File: src/rtl/layer_output_serializer.sv
// layer_output_serializer
// Captures a fully-connected layer's parallel neuron outputs when every valid
// bit is high, then replays them one word per clock with valid/last flags.
// Vectors that arrive while a vector is still being sent are dropped and
// reported through the sticky overrun flag.
module layer_output_serializer #(
  parameter int NN        = 30,
  parameter int dataWidth = 16
) (
  input  logic                    clk,
  input  logic                    rst,
  input  logic [NN-1:0]           i_valid,
  input  logic [NN*dataWidth-1:0] i_data,
  output logic                    o_valid,
  output logic [dataWidth-1:0]    o_data,
  output logic                    o_last,
  output logic                    busy,
  output logic                    overrun
);

  // The counter needs at least one bit even for a single-word vector.
  localparam int CW = (NN > 1) ? $clog2(NN) : 1;
  localparam logic [CW-1:0] LAST_CNT = CW'(NN - 1);

  typedef enum logic {
    IDLE = 1'b0,
    SEND = 1'b1
  } state_t;

  state_t                  state_q, state_d;
  logic [CW-1:0]           cnt_q, cnt_d;
  logic [NN*dataWidth-1:0] shreg_q, shreg_d;
  logic [dataWidth-1:0]    o_data_q, o_data_d;
  logic                    o_valid_q, o_valid_d;
  logic                    o_last_q, o_last_d;
  logic                    busy_q, busy_d;
  logic                    overrun_q, overrun_d;
  logic                    cap;

  // A capture needs every neuron valid in the same cycle; partial patterns are ignored.
  assign cap = &i_valid;

  // Next-state logic: capture/reload, word stepping, and overrun detection.
  always_comb begin
    state_d   = state_q;
    cnt_d     = cnt_q;
    shreg_d   = shreg_q;
    o_data_d  = o_data_q;
    o_valid_d = 1'b0;
    o_last_d  = 1'b0;
    busy_d    = busy_q;
    overrun_d = overrun_q;

    case (state_q)
      IDLE: begin
        if (cap) begin
          // Word 0 goes straight to the output; the rest wait in the shift register.
          shreg_d   = i_data >> dataWidth;
          o_data_d  = i_data[dataWidth-1:0];
          o_valid_d = 1'b1;
          cnt_d     = '0;
          o_last_d  = (NN == 1);
          busy_d    = 1'b1;
          state_d   = SEND;
        end else begin
          busy_d = 1'b0;
        end
      end

      SEND: begin
        if (cnt_q != LAST_CNT) begin
          // Mid-vector: a new capture cannot be accepted, so it is dropped and flagged.
          o_data_d  = shreg_q[dataWidth-1:0];
          shreg_d   = shreg_q >> dataWidth;
          cnt_d     = cnt_q + CW'(1);
          o_valid_d = 1'b1;
          o_last_d  = ((cnt_q + CW'(1)) == LAST_CNT);
          if (cap) begin
            overrun_d = 1'b1;
          end
        end else if (cap) begin
          // Final word is on the output, so a new vector follows with no idle bubble.
          shreg_d   = i_data >> dataWidth;
          o_data_d  = i_data[dataWidth-1:0];
          o_valid_d = 1'b1;
          cnt_d     = '0;
          o_last_d  = (NN == 1);
          busy_d    = 1'b1;
          state_d   = SEND;
        end else begin
          o_valid_d = 1'b0;
          o_last_d  = 1'b0;
          busy_d    = 1'b0;
          state_d   = IDLE;
        end
      end

      default: begin
        state_d = IDLE;
        busy_d  = 1'b0;
      end
    endcase
  end

  // State and registered outputs; reset aborts any transfer immediately.
  always_ff @(posedge clk or posedge rst) begin
    if (rst) begin
      state_q   <= IDLE;
      cnt_q     <= '0;
      shreg_q   <= '0;
      o_data_q  <= '0;
      o_valid_q <= 1'b0;
      o_last_q  <= 1'b0;
      busy_q    <= 1'b0;
      overrun_q <= 1'b0;
    end else begin
      state_q   <= state_d;
      cnt_q     <= cnt_d;
      shreg_q   <= shreg_d;
      o_data_q  <= o_data_d;
      o_valid_q <= o_valid_d;
      o_last_q  <= o_last_d;
      busy_q    <= busy_d;
      overrun_q <= overrun_d;
    end
  end

  assign o_valid = o_valid_q;
  assign o_data  = o_data_q;
  assign o_last  = o_last_q;
  assign busy    = busy_q;
  assign overrun = overrun_q;

endmodule

File: config.mk
export PLATFORM = sky130hd
export DESIGN_NAME = layer_output_serializer
export DESIGN_NICKNAME = d
export VERILOG_FILES = /design/src/rtl/layer_output_serializer.sv
export SDC_FILE = /design/constraint.sdc
export NUM_CORES = 1
export LEC_CHECK = 0
export BUFFER_PORTS_ARGS = -buffer_cell sky130_fd_sc_hd__buf_2
export CAP_MARGIN = 20
export CORE_ASPECT_RATIO = 1.5
export CORE_UTILIZATION = 45
export CTS_BUF_LIST = sky130_fd_sc_hd__clkbuf_16
export DETAILED_ROUTE_END_ITERATION = 10
export HOLD_SLACK_MARGIN = 0.1
export PLACE_DENSITY = 0.76
export SLEW_MARGIN = 20
export SYNTH_ARGS = -nofsm -noshare
export SYNTH_HDL_FRONTEND = slang
export SYNTH_SLANG_ARGS = --single-unit
File: constraint.sdc
create_clock -name clk -period 22.5 [get_ports clk]
set_input_delay 2.25 -clock clk [delete_from_list [all_inputs] [get_ports clk]]
set_output_delay 2.25 -clock clk [all_outputs]
set_load 0.02 [all_outputs]
==> metrics.cfg <==
[placement]
place_ws_ns=16.15
place.gp.congestion=0.887
io_buffers=531
dp_hpwl_mm=53.3
dpl_cell_area_um2=29300

[route]
drt_iter0_markers=1994
top_layer_used=met5
dr_wl_met2_mm=40.6
antenna_left=0
firstDrtPassIters=7
routed_wl_mm=84.4
viasPerCell=5.96
drt_drc_violations_left=0
met1_length_mm=34.4
vias=23367
dr_wl_met3_mm=5.49
wl_per_cell_um=21.5

[run]
max_cap_violations=0

[timing]
final.min_clock_period_ns=5.83
timing.final.crit_share_pct=25.9
rsz0062_at_grt=false
slew_viol_final=0
totalNegativeSetupSlack_ns=0
slew_headroom_pct=13.2
tightest_slew_ns=1.30
skew_ns=0.0158
holdWs_ns=0.481
worst_slack_ns=16.67
hold_viol=0
fmaxAchievable_mhz=171
setup_violations=0

[setup_path]
end_kind=flip-flop
required_ns=22.99
cp-start-kind=primary input
cpMaxStageDelayCell=buf_4
critPathKind=in2reg
cpPeakStageDelay_ns=0.88
crit_fanout=92
crit_arrival_ns=6.33
reg2reg_slack_ns=17.96
path_cells=buf_2 -> nand4_1 -> or4_4 -> buf_4 -> buf_4 -> buf_4 -> o211ai_1 -> o211ai_2
path_buf_inv=4
critPathTopFamily=buffers and inverters
path_common_cell=buf_4

[global_routing]
antenna_found_initial=23
grt_pass1_wl_mm=129
grtUsageTotal_pct=26.8
grt_pass1_vias=22817
grt_overflow=0
grt_max_degree=251

[power]
vdd_drop_max_uv=50.5
p_per_area_nw_per_um2=58.6
p_leak_nw=12.0

[clock_tree]
post_cts_buffers=0
cts_resized=0
clk_latency_ns=0.58
path_clk_slew_ns=0.06
cts_sinks=505
htreeDepth=2
cts_tree=built
ctsHoldBuffers=0
numCtsBuffers=50
cts_max_path_buffers=3
cts_root_buf=clkbuf_16

[synthesis]
synth.avg_cell_area_um2=9.54
syn-num-nets=3328
ys_seq_area_share_pct=47.1
synth_cell_types=28
synth_seq_cells=505
synthCells=2813
synthesis.area_um2=26800
ys_warn_count=0

[finish]
final_area_um2=30800
fin_nets=3608
multi_input_area_um2=12700
fillers=5437
drive_gt1_share_pct=29.5
syn2layout_area_growth_pct=14.9
final_cell_mix=nand2_1, o211ai_1, buf_2, dfrtp_1, o211ai_2
layout_commonest_cell=nand2_1
post-route-util_pct=52.3
area.sequential_um2=12600

[floorplanning]
die_w_um=201
ios=532
dieArea_um2=60600
initial_core_util_pct=45.5
coreArea_um2=58900
rows=109
die_h_um=301

[run_status]
status=finished, final reports clean

[hold_path]
worstHoldPathType=reg2reg

## state kept, by name (all words and copies together), names as in the netlist
name and flops:
cnt_q 5, o_data 16, busy 1, shreg_q 480
o_last 1, overrun 1, o_valid 1
## cell usage after synthesis
| cell | number | area (um^2) |
|---|---|---|
| and3_1 | 16 | 100 |
| and4b_1 | 1 | 10.0 |
| nand3_1 | 2 | 10.0 |
| or2_1 | 1 | 6.26 |
| o21ai_0 | 4 | 20.0 |
| or4_1 | 2 | 15.0 |
| a21oi_1 | 2 | 10.0 |
| nand2b_1 | 1 | 6.26 |
| inv_1 | 4 | 15.0 |
| a21o_1 | 1 | 7.51 |
| o211ai_2 | 300 | 3750 |
| ha_1 | 3 | 37.5 |
| buf_6 | 33 | 372 |
| buf_2 | 11 | 55.1 |
| and2_1 | 1 | 6.26 |
| nand2_1 | 965 | 3620 |
| clkbuf_1 | 272 | 1020 |
| buf_4 | 1 | 7.51 |
| a22oi_1 | 1 | 7.51 |
| a32o_1 | 1 | 10.0 |
| dfrtp_1 | 505 | 12600 |
| buf_1 | 10 | 37.5 |
| nor2_1 | 3 | 11.3 |
| nand4_1 | 8 | 50.1 |
| o211ai_1 | 661 | 4960 |
| o31ai_1 | 1 | 7.51 |
| a31oi_1 | 1 | 6.26 |
| xor2_1 | 2 | 17.5 |
## report_power, final
| group | switching [mW] | internal (mW) |
|---|---|---|
| registers | 0.0000000613 | 0.908 |
| clock network | 0.368 | 0.432 |
| logic | 0.0589 | 0.0394 |
| total | 0.427 | 1.38 |
## logic make-up (layout without fill, tap and decap cells)
kind of cell               Yosys count  in the layout  share of synthesized area [%]
buffers and inverters              331            649                           5.62
AOI/OAI and AO/OA                  972            972                           32.8
and+or+nand+nor                   1000           1000                           14.3
adders and majority gates            3              3                          0.140
xor gates and xnor gates             2              2                         0.0653
DFF                                505            505                           47.1
other                                0             13                              0
## through the flow
stage	total power, mW	instances
6_report	1.81	3921
5_1_grt	1.86	3918
4_1_cts	1.82	3908
3_5_place_dp	1.02	3818
3_3_place_gp	1.02	3818
2_1_floorplan	0.961	2813
## final timing paths
check,from,to,cells past startpoint
min in group asynchronous,rst,shreg_q[286],2
setup reg to reg,cnt_q[1],shreg_q[295],9
hold / removal,overrun,overrun,1
hold reg to reg,overrun,overrun,1
max in group asynchronous,rst,shreg_q[39],4
setup / recovery,i_valid[5],shreg_q[204],8
## final cells by class
cell class | instances | share of cell area, %
Multi-Input combinational cell | 1977 | 41.2
Sequential cell | 505 | 41.0
Timing Repair Buffer | 555 | 9.62
Clock buffer | 51 | 4.14
Tap cell | 777 | 3.15
Clock inverter | 39 | 0.714
Antenna cell | 13 | 0.106
Inverter | 4 | 0.0731
## per-layer routing
metal  global-route usage, %  vias up
met2                    43.7      911
met5                       0        -
met4                    12.7       24
met3                    4.75      192
li1                        -    10783
met1                    34.4    11457
Note: power is estimated with default switching activity, not from simulation.
